**config.mk**
```make
export PLATFORM = sky130hd
export DESIGN_NAME = bkram_sync_ctrl
export DESIGN_NICKNAME = d
export VERILOG_FILES = /design/src/rtl/bkram_pkg.sv /design/src/rtl/bkram_sync_ctrl_edge.sv /design/src/rtl/bkram_sync_ctrl.sv
export SDC_FILE = /design/constraint.sdc
export NUM_CORES = 1
export LEC_CHECK = 0
export CAP_MARGIN = 15
export CORE_ASPECT_RATIO = 0.7
export CORE_MARGIN = 2
export CORE_UTILIZATION = 30
export CTS_CLUSTER_SIZE = 40
export DETAILED_ROUTE_END_ITERATION = 8
export DONT_BUFFER_PORTS = 1
export GPL_TIMING_DRIVEN = 1
export PLACE_DENSITY = 0.47
export SLEW_MARGIN = 20
export SYNTH_ARGS = -nofsm -noshare
export SYNTH_HDL_FRONTEND = slang
export SYNTH_HIERARCHICAL = 1
export SYNTH_SLANG_ARGS = --single-unit
```
**constraint.sdc**
```tcl
create_clock -name clk_sys -period 1.6 [get_ports clk_sys]
set_input_delay 0.16 -clock clk_sys [delete_from_list [all_inputs] [get_ports clk_sys]]
set_output_delay 0.16 -clock clk_sys [all_outputs]
set_load 0.03 [all_outputs]
```
**src/rtl/bkram_pkg.sv**
```systemverilog
// Shared types and constants for the backup-RAM sector sequencer.
package bkram_pkg;

    localparam int BK_SECTORS_DEFAULT = 16;

    typedef enum logic [1:0] {
        ST_IDLE = 2'd0,
        ST_XFER = 2'd1,
        ST_FMT  = 2'd2
    } bk_state_e;

    // Save-image header laid down by a format request, word 0 first.
    localparam logic [15:0] BK_HEADER [4] = '{16'h5548, 16'h4D42, 16'h8800, 16'h8010};

endpackage

```
**src/rtl/bkram_sync_ctrl_edge.sv**
```systemverilog
// Registered-compare edge detector; FALLING selects which transition pulses o_edge.
module edge_rise #(
    parameter bit FALLING = 1'b0
) (
    input  logic i_clk,
    input  logic i_rst,
    input  logic i_sig,
    output logic o_edge
);

    logic r_prev;

    always_ff @(posedge i_clk or posedge i_rst) begin
        if (i_rst) r_prev <= 1'b0;
        else       r_prev <= i_sig;
    end

    assign o_edge = FALLING ? (r_prev & ~i_sig) : (~r_prev & i_sig);

endmodule

```
**src/rtl/bkram_sync_ctrl.sv**
```systemverilog
// Backup-RAM load/save/format sequencer driving the HPS SD interface and RAM port B.
// Optional BKRAM_AUTOSAVE_EN: save on OSD close while dirty.
module bkram_sync_ctrl
    import bkram_pkg::*;
#(
    parameter int SECTORS = BK_SECTORS_DEFAULT,
    parameter int LBA_W   = $clog2(SECTORS)
) (
    input  logic               clk_sys,
    input  logic               reset,
    input  logic               bk_ena,
    input  logic               load_req,
    input  logic               save_req,
    input  logic               format_req,
    input  logic               dl_done,
    input  logic               img_size_nz,
    output logic [31:0]        sd_lba,
    output logic               sd_rd,
    output logic               sd_wr,
    input  logic               sd_ack,
    input  logic [7:0]         sd_buff_addr,
    input  logic [15:0]        sd_buff_dout,
    input  logic               sd_buff_wr,
    input  logic               core_bram_we,
    input  logic               osd_status,
    output logic [LBA_W+7:0]   bram_b_addr,
    output logic [15:0]        bram_b_data,
    output logic               bram_b_we,
    output logic               busy,
    output logic               loading,
    output logic               dirty,
    output logic [1:0]         o_dbg_state
);

    bk_state_e        r_state, w_state_nxt;
    logic [LBA_W-1:0] r_lba, w_lba_nxt;
    logic [1:0]       r_cnt, w_cnt_nxt;
    logic             r_rd, w_rd_nxt;
    logic             r_wr, w_wr_nxt;
    logic             r_busy, w_busy_nxt;
    logic             r_loading, w_loading_nxt;
    logic             r_dirty, w_dirty_nxt;
    logic             w_dirty_clr, w_fmt_done;

    logic w_load_rise, w_save_rise, w_fmt_rise, w_ack_rise, w_ack_fall, w_osd_fall;

    edge_rise #(.FALLING(1'b0)) u_load_edge (.i_clk(clk_sys), .i_rst(reset), .i_sig(load_req),   .o_edge(w_load_rise));
    edge_rise #(.FALLING(1'b0)) u_save_edge (.i_clk(clk_sys), .i_rst(reset), .i_sig(save_req),   .o_edge(w_save_rise));
    edge_rise #(.FALLING(1'b0)) u_fmt_edge  (.i_clk(clk_sys), .i_rst(reset), .i_sig(format_req), .o_edge(w_fmt_rise));
    edge_rise #(.FALLING(1'b0)) u_ack_rise  (.i_clk(clk_sys), .i_rst(reset), .i_sig(sd_ack),     .o_edge(w_ack_rise));
    edge_rise #(.FALLING(1'b1)) u_ack_fall  (.i_clk(clk_sys), .i_rst(reset), .i_sig(sd_ack),     .o_edge(w_ack_fall));

`ifdef BKRAM_AUTOSAVE_EN
    edge_rise #(.FALLING(1'b1)) u_osd_fall  (.i_clk(clk_sys), .i_rst(reset), .i_sig(osd_status), .o_edge(w_osd_fall));
`else
    logic w_unused_osd;
    assign w_unused_osd = osd_status;
    assign w_osd_fall   = 1'b0;
`endif

    always_ff @(posedge clk_sys or posedge reset) begin
        if (reset) begin
            r_state   <= ST_IDLE;
            r_lba     <= '0;
            r_cnt     <= 2'd0;
            r_rd      <= 1'b0;
            r_wr      <= 1'b0;
            r_busy    <= 1'b0;
            r_loading <= 1'b0;
            r_dirty   <= 1'b0;
        end else begin
            r_state   <= w_state_nxt;
            r_lba     <= w_lba_nxt;
            r_cnt     <= w_cnt_nxt;
            r_rd      <= w_rd_nxt;
            r_wr      <= w_wr_nxt;
            r_busy    <= w_busy_nxt;
            r_loading <= w_loading_nxt;
            r_dirty   <= w_dirty_nxt;
        end
    end

    always_comb begin
        w_state_nxt   = r_state;
        w_lba_nxt     = r_lba;
        w_cnt_nxt     = r_cnt;
        w_rd_nxt      = r_rd;
        w_wr_nxt      = r_wr;
        w_busy_nxt    = r_busy;
        w_loading_nxt = r_loading;
        w_dirty_nxt   = r_dirty;
        w_dirty_clr   = 1'b0;
        w_fmt_done    = 1'b0;

        case (r_state)
            ST_IDLE: begin
                // Edges seen outside IDLE are simply lost; nothing is queued.
                if (w_fmt_rise) begin
                    w_cnt_nxt   = 2'd0;
                    w_busy_nxt  = 1'b1;
                    w_state_nxt = ST_FMT;
                end else if ((dl_done && bk_ena && img_size_nz) || (w_load_rise && bk_ena)) begin
                    w_lba_nxt     = '0;
                    w_loading_nxt = 1'b1;
                    w_busy_nxt    = 1'b1;
                    w_rd_nxt      = 1'b1;
                    w_state_nxt   = ST_XFER;
                end else if ((w_save_rise || w_osd_fall && r_dirty) && bk_ena) begin
                    w_lba_nxt     = '0;
                    w_loading_nxt = 1'b0;
                    w_busy_nxt    = 1'b1;
                    w_wr_nxt      = 1'b1;
                    w_state_nxt   = ST_XFER;
                end
            end
            ST_XFER: begin
                if (w_ack_rise) begin
                    w_rd_nxt = 1'b0;
                    w_wr_nxt = 1'b0;
                end
                if (w_ack_fall) begin
                    if (r_lba == LBA_W'(SECTORS - 1)) begin
                        w_busy_nxt    = 1'b0;
                        w_loading_nxt = 1'b0;
                        w_dirty_clr   = 1'b1;
                        w_state_nxt   = ST_IDLE;
                    end else begin
                        w_lba_nxt = r_lba + LBA_W'(1);
                        w_rd_nxt  = r_loading;
                        w_wr_nxt  = ~r_loading;
                    end
                end
            end
            ST_FMT: begin
                w_cnt_nxt = r_cnt + 2'd1;
                if (r_cnt == 2'd3) begin
                    w_busy_nxt  = 1'b0;
                    w_fmt_done  = 1'b1;
                    w_state_nxt = ST_IDLE;
                end
            end
            default: w_state_nxt = ST_IDLE;
        endcase

        // A core write landing on the completion cycle keeps the image dirty.
        if (w_dirty_clr) w_dirty_nxt = 1'b0;
        if (w_fmt_done || (core_bram_we && !r_loading)) w_dirty_nxt = 1'b1;
    end

    logic w_in_fmt;
    assign w_in_fmt = (r_state == ST_FMT);

    assign bram_b_addr = w_in_fmt ? {{(LBA_W + 6){1'b0}}, r_cnt} : {r_lba, sd_buff_addr};
    assign bram_b_data = w_in_fmt ? BK_HEADER[r_cnt] : sd_buff_dout;
    assign bram_b_we   = w_in_fmt | (sd_buff_wr & sd_ack & r_loading);

    assign sd_lba      = {{(32 - LBA_W){1'b0}}, r_lba};
    assign sd_rd       = r_rd;
    assign sd_wr       = r_wr;
    assign busy        = r_busy;
    assign loading     = r_loading;
    assign dirty       = r_dirty;
    assign o_dbg_state = r_state;

endmodule

```
==> key figures, run 1 <==
Timing
  – Layout Skew: 0.001526 ns
  – Setup ws final: -0.02192 ns
  – Setup Viol. Count Final: 14
  – Crit share post-route: 101.4%
  – Setup TNS: -0.1407 ns
  – Normalized max-slew margin: 62.42%
  – Final Hold Fails: 0
  – Final period demand of the worst path: 1.622 ns
  – Unrepaired setup endpoints after global routing: yes
  – Max Fclk: 616.6 MHz
  – Final slew viol count: 0
  – Least-Margin Pin Slew: between 0.5 and 0.6 ns

Placed design
  – DP HPWL: 2926 µm
  – GP Congestion: 0.7839
  – Number of port buffers: 0
  – Placed Cells: 264
  – DP Area: 1810 µm²

Global routing
  – Initial antenna violation count: 0
  – Largest net degree at the start of global routing: 14
  – Total gr overflow: 0
  – Total track usage: 13.35%
  – Number of global-route vias before repair: around 1,200
  – First-pass GRT wire length: 5913 µm

Yosys
  – Seq cells post-synth: 18
  – Post-synth EDFFs: 0
  – Register area share after synthesis: about 30%
  – Post-synthesis cell type count: 38
  – Top_reg_cell synth: dfrtp_1
  – Synth Instances: 176
  – Post-synth ARST share: 100.0%
  – Mean Syn Cell Area: 8.602 µm²
  – Cell Area, Synth: 1514 µm²
  – Syn. warnings: 6

Routing
  – Met2 WL: around 1800 µm
  – Top Metal Used: met4
  – M1 wire length: around 1700 µm
  – WL final: 3873 µm
  – DR iter-0 viols: 33
  – Vias/cell: between 4 and 5
  – DR DRC count: 0
  – Via count: about 1,300
  – Wire per inst: 13.83 µm
  – DR pass1 iterations: 4
  – Post-route ant nets: 0
  – Wire length on met3: 352 µm

Worst setup path
  – Crit path DAT: 1.46 ns
  – Largest stage delay, worst path: 0.46 ns
  – Crit end category: primary output
  – WS Path Type: reg -> out
  – Crit-path cells: ha_4 -> buf_4 -> buf_16 -> o21ai_4
  – WP data required: about 1.4 ns
  – Startpoint Class: flip-flop
  – Slowest cell on crit path: dfrtp_2
  – CP Max Fanout: 7

Die
  – Die Wd: 88.91 µm
  – IO Pins: 104
  – Die height: 63.44 µm
  – Core box area: 4808 µm²
  – Die ar.: 5640 µm²
  – Row cnt: 21
  – Initial core utilization: 31.49%

Clock tree
  – Buffer depth of the longest clock path: 2
  – Skew-Pair Late Insertion Delay: approximately 0.25 ns
  – H-tree depth: 1
  – Num CTS Buffers: 3
  – CTS tree: built
  – Clock sink total: 18
  – Root Buffer: clkbuf_8
  – Clock transition at path regs: 0.07 ns

Flow run
  – Maxcap violations: 0

Finish
  – Commonest non-fill, non-tap cell in the layout: conb_1
  – Fraction of layout instances using a drive strength above 1: between 40% and 50%
  – Fin cells: 280
  – Ant. Diodes: 0
  – Commonest cells after routing, fill and taps aside: conb_1, buf_4, inv_1, nor2b_4, dfrtp_1
  – Final nets: around 260
  – Final core occ: 44.39%
  – Final instance area: 2135 µm²
  – Area Growth Syn to Fin: 40.99%

Min path
  – Worst Hold Class: in -> reg

Power and ir drop
  – Worst vdd ir: 0.4872 mV
  – Leakage: ~1.1 nW
  – Total Power: between 3 and 4 mW
  – Pwr dens: ~1800 nW/µm²

Run status
  – Status: finished, violations left
  – Failing checks: negative setup slack
==> kinds of logic after synthesis <==
group	Yosys count	synth area share [%]
adder cells (fa/ha/maj)	8	6.612
multiplexers	5	3.636
AO/OA/AOI/OAI	45	19.34
other	1	0.2477
AND/OR/NAND/NOR	43	19.34
flip-flops	18	29.75
buffers and inverters	56	21.07
==> worst max-delay path, delay by kind of cell (launching register included) <==
| kind | cells | cell delay, ns |
|---|---|---|
| AOI/OAI and AO/OA | 1 | 0.24 |
| adders and majority gates | 1 | 0.20 |
| buffers and inverters | 2 | 0.29 |
| DFF | 1 | 0.46 |
==> power breakdown <==
part,internal (mW),total [mW],switching [mW]
Combinational,1.14,2.78,1.64
Sequential,0.572,0.786,0.214
Clock,0.168,0.325,0.157
==> final timing paths <==
path                       depth (start not counted)                 to  slack (ns)           start
setup / recovery                                   4     bram_b_data[8]       -0.02  o_dbg_state[1]
hold / removal                                     2              dirty        0.03    core_bram_we
setup reg to reg                                   6           r_lba[0]        0.02  o_dbg_state[1]
hold reg to reg                                    1           r_cnt[1]        0.58        r_cnt[1]
max in group asynchronous                          2           r_lba[1]        0.66           reset
min in group asynchronous                          2  u_ack_rise/r_prev        0.31           reset
==> cell usage after synthesis, types with 2 or more instances <==
| cell type | number | share of area (%) |
|---|---|---|
| a21o_1 | 3 | 1.5 |
| nand3_1 | 3 | 0.99 |
| clkbuf_1 | 2 | 0.50 |
| mux2_2 | 4 | 3.0 |
| a22oi_1 | 3 | 1.5 |
| nor2b_1 | 16 | 6.6 |
| ha_1 | 8 | 6.6 |
| buf_2 | 3 | 0.99 |
| inv_1 | 22 | 5.5 |
| nand4_1 | 3 | 1.2 |
| a21boi_0 | 2 | 0.99 |
| nand2_1 | 9 | 2.2 |
| dfrtp_1 | 18 | 30 |
| a21oi_1 | 5 | 1.7 |
| nor2b_4 | 5 | 4.5 |
| buf_4 | 28 | 14 |
| a31oi_1 | 4 | 1.7 |
| a21oi_2 | 2 | 1.2 |
| o21ai_0 | 17 | 5.6 |
==> routing by layer <==
layer	global-route usage, %	vias to the layer above
met4	1.136	0
li1	-	606
met2	21.46	58
met5	0	-
met3	5.242	2
met1	17.59	616
==> timing repair <==
action                                 in CTS  in global routing
pin swaps                                   6                  5
endpoints found under the hold margin      23                  0
setup buffers                               4                  3
cloned                                      1                  0
hold buffers                                5                  0
setup endpoints to repair                  22                 34
resized for setup                          21                 12
==> sequential cells by signal (all words and copies together) (netlist names) <==
name	cells
busy	1
dirty	1
loading	1
o_dbg_state	2
r_cnt	2
r_lba	4
sd_rd	1
sd_wr	1
u_ack_fall/r_prev	1
u_ack_rise/r_prev	1
u_fmt_edge/r_prev	1
u_load_edge/r_prev	1
u_save_edge/r_prev	1
==> final cells by class <==
type | instances | area (µm²)
sequential | 18 | 455.4
inverter | 22 | 87.58
multi-input combinational | 129 | 1084
clock buffer | 3 | 41.29
tap | 69 | 86.33
timing repair buffer | 39 | 380.4
fill | 474 | 2674
==> metrics by stage <==
| stage | hold slack (ns) | setup WS, ns |
|---|---|---|
| finish | 0.03177 | -0.02192 |
| global route | 0.03015 | -0.07187 |
| CTS | 0.03112 | -0.04046 |
| global placement | -0.1100 | 0.09340 |
| floorplan | -0.1113 | 0.003032 |
| detailed placement | -0.1090 | 0.06530 |
(Power assumes the default switching activity.)
==> inputs of run 2 (changes only) <==
SYNTH_HIERARCHICAL = default   (was 1)
==> run 2 against run 1 <==
Against the previous run:
- the run still ends with negative setup slack left
- via count shrank 3.7%
- combinational power is essentially flat
- setup slack got worse by 0.040 ns
- hold slack gained 0.074 ns
- sequential share of layout area barely moved
- synthesized cell count is 1.1% lower
- critical path depth unchanged
- clock skew is essentially flat
- first-iteration DRC count grew 21%
- global-route usage decreased by 0.082 points
- critical endpoint is now bram_b_data[1]
- highest routed layer is now met3
==> key figures, run 2 <==
Finish
  – Largest register FFs: 4 (unchanged)
  – Largest Register: r_lba
  – Fraction of layout instances using a drive strength above 1: 37.75% (-3.0 points)
  – Ant. Diodes: 0 (unchanged)
  – Final instance area: 2017 µm² (-5.5%)
  – Commonest non-fill, non-tap cell in the layout: conb_1
  – Final nets: 249 (-3.1%)
  – Commonest cells after routing, fill and taps aside: conb_1, buf_4, inv_1
  – Final core occ: 45.28% (+0.89 points)
  – Area Growth Syn to Fin: 41.40%

Worst setup path
  – WS Path Type: reg -> out
  – Crit end category: primary output
  – Reg2reg start: r_lba[0]
  – R2R cell count: 6 (unchanged)
  – Crit path DAT: 1.50 ns (+0.04 ns)
  – WP data required: 1.44 ns (about the same)
  – Setup slack, reg-to-reg: -0.01 ns (-0.03 ns)
  – CP Max Fanout: 7 (unchanged)
  – Crit Reg-Reg Endpoint: r_lba[3]
  – Startpoint Class: flip-flop

Clock tree
  – Buffer depth of the longest clock path: 2 (unchanged)
  – Root Buffer: clkbuf_8
  – Num CTS Buffers: 3 (unchanged)
  – Clock transition at path regs: 0.07 ns (about the same)
  – Skew-Pair Late Insertion Delay: 0.25 ns (about the same)
  – H-tree depth: 1 (unchanged)
  – CTS tree: built
  – Clock sink total: 17 (-1)

Power and ir drop
  – Pwr dens: 1909 nW/µm² (+4.7%)
  – Total Power: 3.851 mW (-1.0%)
  – Worst vdd ir: 0.7491 mV (+54%)
  – Leakage: 0.9413 nW (-11%)

Routing
  – Via count: 1,235 (-3.7%)
  – DR iter-0 viols: 40 (+21%)
  – WL final: 3732 µm (-3.6%)
  – Vias/cell: 4.768 (+4.1%)
  – DR DRC count: 0 (unchanged)
  – Post-route ant nets: 0 (unchanged)
  – DR pass1 iterations: 4 (unchanged)
  – Wire per inst: 14.41 µm (+4.2%)

Yosys
  – Post-synthesis cell type count: 39 (+2.6%)
  – Register area share after synthesis: 29.82% (+0.072 points)
  – Top_reg_cell synth: dfrtp_1
  – Count leader, synth: buf_4
  – Commonest cells in the netlist: buf_4, dfrtp_1, inv_1, o21ai_0
  – Post-synth EDFFs: 0 (unchanged)
  – Post-synth ARST share: 100.0% (unchanged)
  – Synth area leaders: dfrtp_1, buf_4, ha_1
  – Seq cells post-synth: 17 (-1)
  – Mean Syn Cell Area: 8.198 µm² (-4.7%)
  – Synth Instances: 174 (-1.1%)
  – Area share of the leading cell type in the synthesized netlist: 29.82% (+0.072 points)
  – Syn. warnings: 0 (-6)
  – Cell Area, Synth: 1426 µm² (-5.8%)
  – Area leader, netlist: dfrtp_1

Placed design
  – DP HPWL: 2873 µm (-1.8%)
  – Number of port buffers: 0 (unchanged)
  – DP Area: 1745 µm² (-3.6%)
  – GP Congestion: 0.8094 (+3.3%)

Min path
  – Worst Hold Class: in -> reg
  – Worst hold path stage count: 2 (unchanged)
  – Min-delay src: bk_ena
  – Hold path endpoint: o_dbg_state[0]

Flow run
  – Maxcap violations: 0 (unchanged)

Die
  – Core box area: 4454 µm² (-7.4%)
  – Row cnt: 20 (-4.8%)
  – IO Pins: 104 (unchanged)
  – Initial core utilization: 32.02% (+0.54 points)
  – Die Wd: 86.42 µm (-2.8%)
  – Die ar.: 5331 µm² (-5.5%)
  – Die height: 61.69 µm (-2.8%)

Run status
  – Status: finished, violations left
  – Failing checks: negative setup slack

Timing
  – Least-Margin Pin Slew: 0.6685 ns (+0.1054 ns)
  – Setup ws final: -0.06220 ns (-0.04029 ns)
  – Final Hold Fails: 0 (unchanged)
  – Final slew viol count: 0 (unchanged)
  – Max Fclk: 601.6 MHz (-2.4%)
  – Final period demand of the worst path: 1.662 ns (+0.04029 ns)
  – Normalized max-slew margin: 55.39% (-7.0 points)
  – Setup Viol. Count Final: 8 (-6)
  – Unrepaired setup endpoints after global routing: yes
  – Layout Skew: 0.001253 ns (-0.0002735 ns)
  – Crit share post-route: 103.9% (+2.5 points)

Global routing
  – First-pass GRT wire length: 5499 µm (-7.0%)
  – Initial antenna violation count: 0 (unchanged)
  – Number of global-route vias before repair: 1,110 (-8.5%)
  – Largest net degree at the start of global routing: 18 (+4)
  – Total gr overflow: 0 (unchanged)
  – Total track usage: 13.27% (-0.082 points)
-- run 2: changes by cell type after synthesis, moves of 4 or more --
cell and change:
inv_1 -6, nand2_1 +6, nor2_1 +5, nor2b_4 -5
o31ai_1 +4
-- run 2: stage by stage --
step / cells / setup WS [ns] / setup TNS (ns) / hold slack (ns)
2_1_floorplan: 201 / -0.1088 / -0.4854 / 0.08579
3_3_place_gp: 245 / -0.008801 / -0.008801 / 0.1845
3_5_place_dp: 245 / -0.03136 / -0.04373 / 0.1915
4_1_cts: 258 / -0.06737 / -0.4554 / 0.1045
5_1_grt: 259 / -0.1257 / -1.253 / 0.1405
6_report: 259 / -0.06220 / -0.3383 / 0.1061
-- run 2: area by class of cell --
cell class | instances | area [µm²]
Clock buffer | 4 | 45.04
Sequential cell | 17 | 430.4
Multi-Input combinational cell | 135 | 1117
Tap cell | 55 | 68.82
Timing Repair Buffer | 32 | 292.8
Inverter | 16 | 62.56
Fill cell | 423 | 2437
-- run 2: cell families after synthesis --
kind of cell	after synthesis	synth area share [%]
multiplexers	5	3.859
flip-flops	17	29.82
buffers and inverters	49	20.35
AO/OA/AOI/OAI	42	19.30
adder cells (fa/ha/maj)	8	7.018
other	1	0.2629
AND/OR/NAND/NOR	52	19.39
-- run 2: how the worst max path moves through the flow --
stage	slack (ns)	end	start
after global placement	-0.009	r_lba[3]	o_dbg_state[0]
after detailed placement	-0.03	r_lba[3]	o_dbg_state[0]
after floorplan	-0.11	bram_b_data[5]	o_dbg_state[0]
final	-0.06	bram_b_data[1]	o_dbg_state[0]
after CTS	-0.07	bram_b_data[1]	o_dbg_state[0]
after global routing	-0.13	bram_b_data[4]	o_dbg_state[0]
-- run 2: critical path: stages, from the launching register on --
cell,delay (ns)
dfrtp_2,0.44
inv_4,0.09
ha_4,0.22
buf_8,0.15
mux2_4,0.35
-- run 2: repair_timing --
action                                 CTS  global route
pin swaps                                5             7
buffers inserted                         4             1
hold buffers                             5             0
endpoints found under the hold margin   21             0
setup endpoints to repair               31            33
gates resized for setup                 18             9
-- run 2: metal layers --
layer / GRT usage (%) / vias up / part of all wire (%)
met5: 0 / - / 0
met3: 3.963 / 0 / 8.0
li1: - / 591 / -
met2: 25.05 / 58 / 50
met1: 15.82 / 586 / 42
met4: 1.339 / 0 / 0
-- run 2: where the power goes --
| group | switching [mW] | leakage, nW | internal (mW) | total [mW] |
|---|---|---|---|---|
| clock network | 0.145 | 0.0228 | 0.177 | 0.321 |
| registers | 0.211 | 0.203 | 0.546 | 0.757 |
| logic | 1.66 | 0.715 | 1.11 | 2.77 |
| total | 2.02 | 0.941 | 1.84 | 3.85 |
